--- config.mk ---
export PLATFORM = sky130hd
export DESIGN_NAME = mem_access_unit
export DESIGN_NICKNAME = d
export VERILOG_FILES = /design/src/rtl/mem_access_unit_pkg.sv /design/src/rtl/mem_access_unit.sv
export SDC_FILE = /design/constraint.sdc
export NUM_CORES = 1
export LEC_CHECK = 0
export BUFFER_PORTS_ARGS = -buffer_cell sky130_fd_sc_hd__buf_2
export CAP_MARGIN = 0
export CORE_MARGIN = 1.5
export CORE_UTILIZATION = 44
export DETAILED_ROUTE_END_ITERATION = 8
export PLACE_DENSITY = 0.75
export SYNTH_ARGS = -nofsm -noshare
export SYNTH_HDL_FRONTEND = slang
export SYNTH_SLANG_ARGS = --single-unit
--- constraint.sdc ---
create_clock -name clk -period 3.35 [get_ports clk]
set_clock_uncertainty 0.1 [all_clocks]
set_input_delay 0.1675 -clock clk [delete_from_list [all_inputs] [get_ports clk]]
set_output_delay 0.1675 -clock clk [all_outputs]
set_load 0.005 [all_outputs]
--- src/rtl/mem_access_unit_pkg.sv ---
// Shared constants for the MEM-stage load/store controller: FSM state
// encoding and default RAM depth.
package mem_access_unit_pkg;

  typedef enum logic [2:0] {
    IDLE       = 3'd0,
    RD_ISSUE   = 3'd1,
    RD_CAPTURE = 3'd2,
    WR_ISSUE   = 3'd3,
    RESP       = 3'd4
  } state_t;

  localparam int DEPTH_DEFAULT = 64;

endpackage

--- src/rtl/mem_access_unit.sv ---
// Load/store controller between the MEM stage and a word-addressed data RAM
// with one-cycle registered read latency; single outstanding request.
module mem_access_unit
  import mem_access_unit_pkg::*;
#(
  parameter int DEPTH  = DEPTH_DEFAULT,
  parameter int RAM_AW = 16
) (
  input  logic              clk,
  input  logic              rst,
  input  logic              req,
  input  logic              we_in,
  input  logic [31:0]       addr_in,
  input  logic [31:0]       wdata_in,
  output logic              ready,
  output logic              ack,
  output logic              err,
  output logic [31:0]       rdata_out,
  output logic              ram_wre,
  output logic [RAM_AW-1:0] ram_add,
  output logic [31:0]       ram_data_in,
  input  logic [31:0]       ram_data_out
);

  state_t            state;
  state_t            state_next;
  logic              err_q;
  logic              err_next;
  logic              addr_bad;
  logic [RAM_AW-1:0] word_q;
  logic [31:0]       wdata_q;
  logic [31:0]       rdata_q;

  // Only the word index of the byte address is ever needed after the check.
  assign addr_bad = (addr_in[1:0] != 2'b00) || (addr_in[31:2] >= 30'(DEPTH));

  assign ram_add     = word_q;
  assign ram_data_in = wdata_q;
  assign rdata_out   = rdata_q;

  // Next-state and error-flag decode
  always_comb begin
    state_next = state;
    err_next   = err_q;
    case (state)
      IDLE: begin
        if (req) begin
          if (addr_bad) begin
            state_next = RESP;
            err_next   = 1'b1;
          end else if (we_in) begin
            state_next = WR_ISSUE;
          end else begin
            state_next = RD_ISSUE;
          end
        end else begin
          state_next = IDLE;
        end
      end
      RD_ISSUE:   state_next = RD_CAPTURE;
      RD_CAPTURE: state_next = RESP;
      WR_ISSUE:   state_next = RESP;
      RESP: begin
        state_next = IDLE;
        err_next   = 1'b0;
      end
      default: begin
        state_next = IDLE;
        err_next   = 1'b0;
      end
    endcase
  end

  // State, request latches and registered outputs (decoded from next state)
  always_ff @(posedge clk or posedge rst) begin
    if (rst) begin
      state   <= IDLE;
      err_q   <= 1'b0;
      word_q  <= '0;
      wdata_q <= 32'd0;
      rdata_q <= 32'd0;
      ready   <= 1'b1;
      ack     <= 1'b0;
      err     <= 1'b0;
      ram_wre <= 1'b0;
    end else begin
      state   <= state_next;
      err_q   <= err_next;
      ready   <= (state_next == IDLE);
      ack     <= (state_next == RESP);
      err     <= (state_next == RESP) && err_next;
      ram_wre <= (state_next == WR_ISSUE);
      if (state == IDLE && req) begin
        word_q  <= addr_in[RAM_AW+1:2];
        wdata_q <= wdata_in;
      end
      if (state == RD_CAPTURE) begin
        rdata_q <= ram_data_out;
      end
    end
  end

endmodule

=== Word level (Yosys, flattened, before mapping) ===
Cells that the tools add are included.

* Magnitude comparators: 1
* Equal/unequal tests: 5
* Multiplexer cells: 7
* Reductions and logical operators: 8

{| class="wikitable"
|+ Operators by type and width
! cell !! count
|-
| 30-bit by 7-bit >= comparator with 1-bit output (second input constant) || 1
|-
| 3-bit by 2-bit == test with 1-bit output (second input constant) || 3
|-
| 3-bit one-hot mux with 3 select lines || 1
|-
| 3-bit logical NOT || 2
|-
| 3-bit two-way mux || 2
|-
| 3-bit by 1-bit == test with 1-bit output (second input constant) || 1
|-
| 3-bit == test (second input constant) || 1
|-
| 3-bit OR reduction || 1
|-
| 1-bit logical AND || 2
|-
| 1-bit two-way mux || 2
|-
| 2-bit two-way mux || 1
|-
| 1-bit one-hot mux with 2 select lines || 1
|-
| 2-bit nonzero test || 1
|-
| 2-bit OR reduction || 1
|-
| 1-bit logical OR || 1
|}

* Register bits after elaboration: 88
* Output and inout bits: 84
* Logic and storage cells: 30

=== Longest topological paths before layout ===
* Depth after elaboration: 7
* Mapped depth: 5
* Mapped depth without buffers: 4

=== Worst setup path before layout ===
OpenSTA, ideal clock, no wires.

* Kind: register -> register
* From: register state[0]
* To: register wdata_q[20] (netlist: ram_data_in[20])
* Setup time: 125 ps
* Arrival time: 1476 ps
* Data required time: 3125 ps
* Setup slack: 1649 ps
* Cell stages (with the launch flop): 5
* Path buffers: 2
* Clock period less this slack: 1701 ps
* Cells stage by stage: dfrtp_1 -> nor4b_4 -> buf_4 -> buf_4 -> mux2_2

* Word-level cells in the longest chain between the ends: 2

{| class="wikitable"
|+ Ends and longest elaborated chain
! element !! line !! source
|-
| from (decl) || mem_access_unit.sv:25 || <nowiki>state_t state;</nowiki>
|-
| from (signal assigned) || mem_access_unit.sv:87 || <nowiki>state <= state_next;</nowiki>
|-
| 3-bit logical NOT || mem_access_unit.sv:93 || <nowiki>if (state == IDLE && req) begin</nowiki>
|-
| 1-bit logical AND || mem_access_unit.sv:93 ||
|-
| to (signal assigned) || mem_access_unit.sv:95 || <nowiki>wdata_q <= wdata_in;</nowiki>
|-
| to (decl) || mem_access_unit.sv:31 || <nowiki>logic [31:0] wdata_q;</nowiki>
|}

No other way between the ends.
A chain may end at the register's enable or synchronous reset.

=== Worst setup path after layout ===
* From: register state[0]
* To: register state[1]

* Word-level cells in the longest chain between the ends: 3
* Elaborated cells between the ends (all ways): 6
* Classes of those cells: eq/ne (3); mux (1); reduce/logical (2)

{| class="wikitable"
|+ Ends and longest elaborated chain
! element !! line !! source
|-
| 3-bit by 2-bit == test with 1-bit output || mem_access_unit.sv:45 || <nowiki>case (state)</nowiki>
|-
| 2-bit OR reduction (no source line) || n/a ||
|-
| 3-bit one-hot mux with 3 select lines (*) || mem_access_unit.sv:45 ||
|-
| via state_next[1] || mem_access_unit.sv:26 || <nowiki>state_t state_next;</nowiki>
|}

Mark *: on every way through the listed nets, which the timed path passes. The rest lies on a longest branch.

==> results_dict.tcl <==
set metrics [dict create \
    antenna_found_initial 0 \
    die_h_um 89.8 \
    clock_latency_ns 0.34 \
    hpwl_mm 5.45 \
    dieWidth_um 89.8 \
    cts-resized-gates 0 \
    startpoint_type "register" \
    clk_pin_slew_worst_paths_ns 0.09 \
    cts_sinks 88 \
    syn_avg_cell_area_um2 16.4 \
    yosysUniqueCellTypes 23 \
    period_minus_slack_ns 1.92 \
    fin_crit_sh 0.574 \
    gp_congestion 0.695 \
    place_area_um2 4350 \
    worstSetupPathType "register to register" \
    drive_gt1_frac 0.599 \
    power.density_nw_per_um2 429 \
    layout_commonest_cell "buf_2" \
    holdWs_ns 0.0405 \
    avgRoutedWirePerCell_um 15.0 \
    final_cell_mix "buf_2, dfrtp_1, dlygate4sd3_1" \
    cap_violations 0 \
    netlist_instances 202 \
    worstMarginPinSlew_ns 0.926 \
    rows 31 \
    endpoint_kind "register" \
    final_area_um2 5360 \
    utilization 0.735 \
    grt_max_degree 58 \
    peakVddDrop_mv 0.264 \
    drv_slew 0 \
    ys_warn_count 0 \
    layout.nets 574 \
    numCtsBuffers 9 \
    drc 0 \
    hold_class "primary input to register" \
    cp.required_ns 3.53 \
    rsz0062_at_grt "false" \
    pin_count 184 \
    status "completed" \
    synthesis.area_um2 3320 \
    fmaxAchievable_mhz 520 \
    grt_usage 0.224 \
    drt_iter0_markers 38 \
    grt_pass1_vias 2874 \
    avgViaCountPerCell 4.73 \
    worstPathMaxFanout 34 \
    power_mw 2.30 \
    crit_arrival_ns 2.11 \
    max_slew_margin 0.382 \
    seq_area_frac_synth 0.664 \
    ant_nets 0 \
    via_count 2733 \
    synth_nets 302 \
    gr-total-overflow 0 \
    cts_root_buffer "clkbuf_8" \
    clk_path_buf_depth 2 \
    dieArea_um2 8070 \
    htree_levels 3 \
    initial_core_util 0.455 \
    cts_tree "yes" \
    n_antenna_cell 0 \
    hold_viol 0 \
    setup_tns_ns 0 \
    postRouteWirelength_mm 8.69 \
    grt_pass1_wl_mm 14.1 \
    setup_viol 0 \
    io_buffer_count 183 \
    area_growth_pct 61.6 \
    ys_seq_elements 88 \
    leakage_nw 2.77 \
    core_area_um2 7290 \
    first_pass_iters 4 \
]
[state kept, by name, indices dropped and copies added, names as in the netlist]
register,flops
ack,1
err,1
err_q,1
ram_add,16
ram_data_in,32
ram_wre,1
rdata_out,32
ready,1
state,3
[final timing paths]
path | start | depth (start not counted) | endpoint | slack (ns)
max | state[0] | 5 | state[1] | 1.43
min | addr_in[20] | 3 | state[0] | 0.04
max reg2reg | state[0] | 5 | state[1] | 1.43
min reg2reg | ram_data_in[12] | 1 | ram_data_in[12] | 0.41
max in group asynchronous | rst | 4 | ram_data_in[6] | 1.77
min in group asynchronous | rst | 3 | rdata_out[18] | 0.44
[cells by family (layout without fill, tap and decap cells)]
kind of cell	count (synthesis)	after routing	share of synthesized area
and+or+nand+nor	19	19	0.0396
DFF	88	88	0.664
buffers and inverters	11	288	0.0170
AOI/OAI and AO/OA	4	4	0.00755
muxes	80	80	0.272
[layer usage]
| layer | GRT usage | share of wire | vias to the layer above |
|---|---|---|---|
| li1 | - | - | 1257 |
| met1 | 0.254 | 0.39 | 1337 |
| met2 | 0.398 | 0.52 | 118 |
| met3 | 0.0575 | 0.065 | 21 |
| met4 | 0.0979 | 0.025 | 0 |
| met5 | 0 | 0 | - |
[report_power, final]
part	switching (mW)	leakage [nW]	internal [mW]
logic	0.142	1.56	0.241
registers	0.0455	1.11	1.15
clock network	0.372	0.0933	0.349
[per-stage QoR]
| step | setup slack [ns] | std cells |
|---|---|---|
| 3_3_place_gp | 1.49 | 480 |
| 2_1_floorplan | 0.806 | 202 |
| 6_report | 1.43 | 578 |
| 5_1_grt | 1.29 | 578 |
| 4_1_cts | 1.40 | 578 |
| 3_5_place_dp | 1.42 | 480 |
[synthesized netlist by cell type]
cell type | number | share of area
dfrtp_1 | 87 | 0.66
nor4_1 | 5 | 0.0094
o21ai_0 | 2 | 0.0030
inv_1 | 2 | 0.0023
nor2_1 | 2 | 0.0023
or4_1 | 1 | 0.0023
buf_2 | 6 | 0.0091
nor4b_4 | 1 | 0.0072
nand2b_1 | 1 | 0.0019
nor3_1 | 1 | 0.0015
a21o_1 | 1 | 0.0023
or2_2 | 1 | 0.0019
o31ai_1 | 1 | 0.0023
nand4_1 | 1 | 0.0019
dfstp_2 | 1 | 0.0079
inv_2 | 1 | 0.0011
nand2_1 | 3 | 0.0034
nor3b_1 | 1 | 0.0023
mux2_2 | 78 | 0.26
and2_1 | 1 | 0.0019
mux2_1 | 2 | 0.0068
nor4_2 | 1 | 0.0038
buf_4 | 2 | 0.0045
[final cells by class]
class | count | area, µm²
inverter | 3 | 12.5
tap | 99 | 124
fill | 481 | 1930
multi-input combinational | 103 | 1060
clock buffer | 10 | 128
timing repair buffer | 269 | 1770
clock inverter | 6 | 67.6
sequential | 88 | 2200
[critical path, cell delays in order (launching register included)]
cell,delay (ns)
dfrtp_1,0.44
nor4b_4,0.30
buf_4,0.43
inv_2,0.06
nor4_2,0.36
a21o_1,0.17
[timing repair]
item                                    4_1_cts  5_1_grt
setup buffers                                 0        0
endpoints found under the setup margin        0        0
hold buffers                                 82        0
hold endpoints to repair                    137        0
Note: power is estimated with default switching activity, not from simulation.
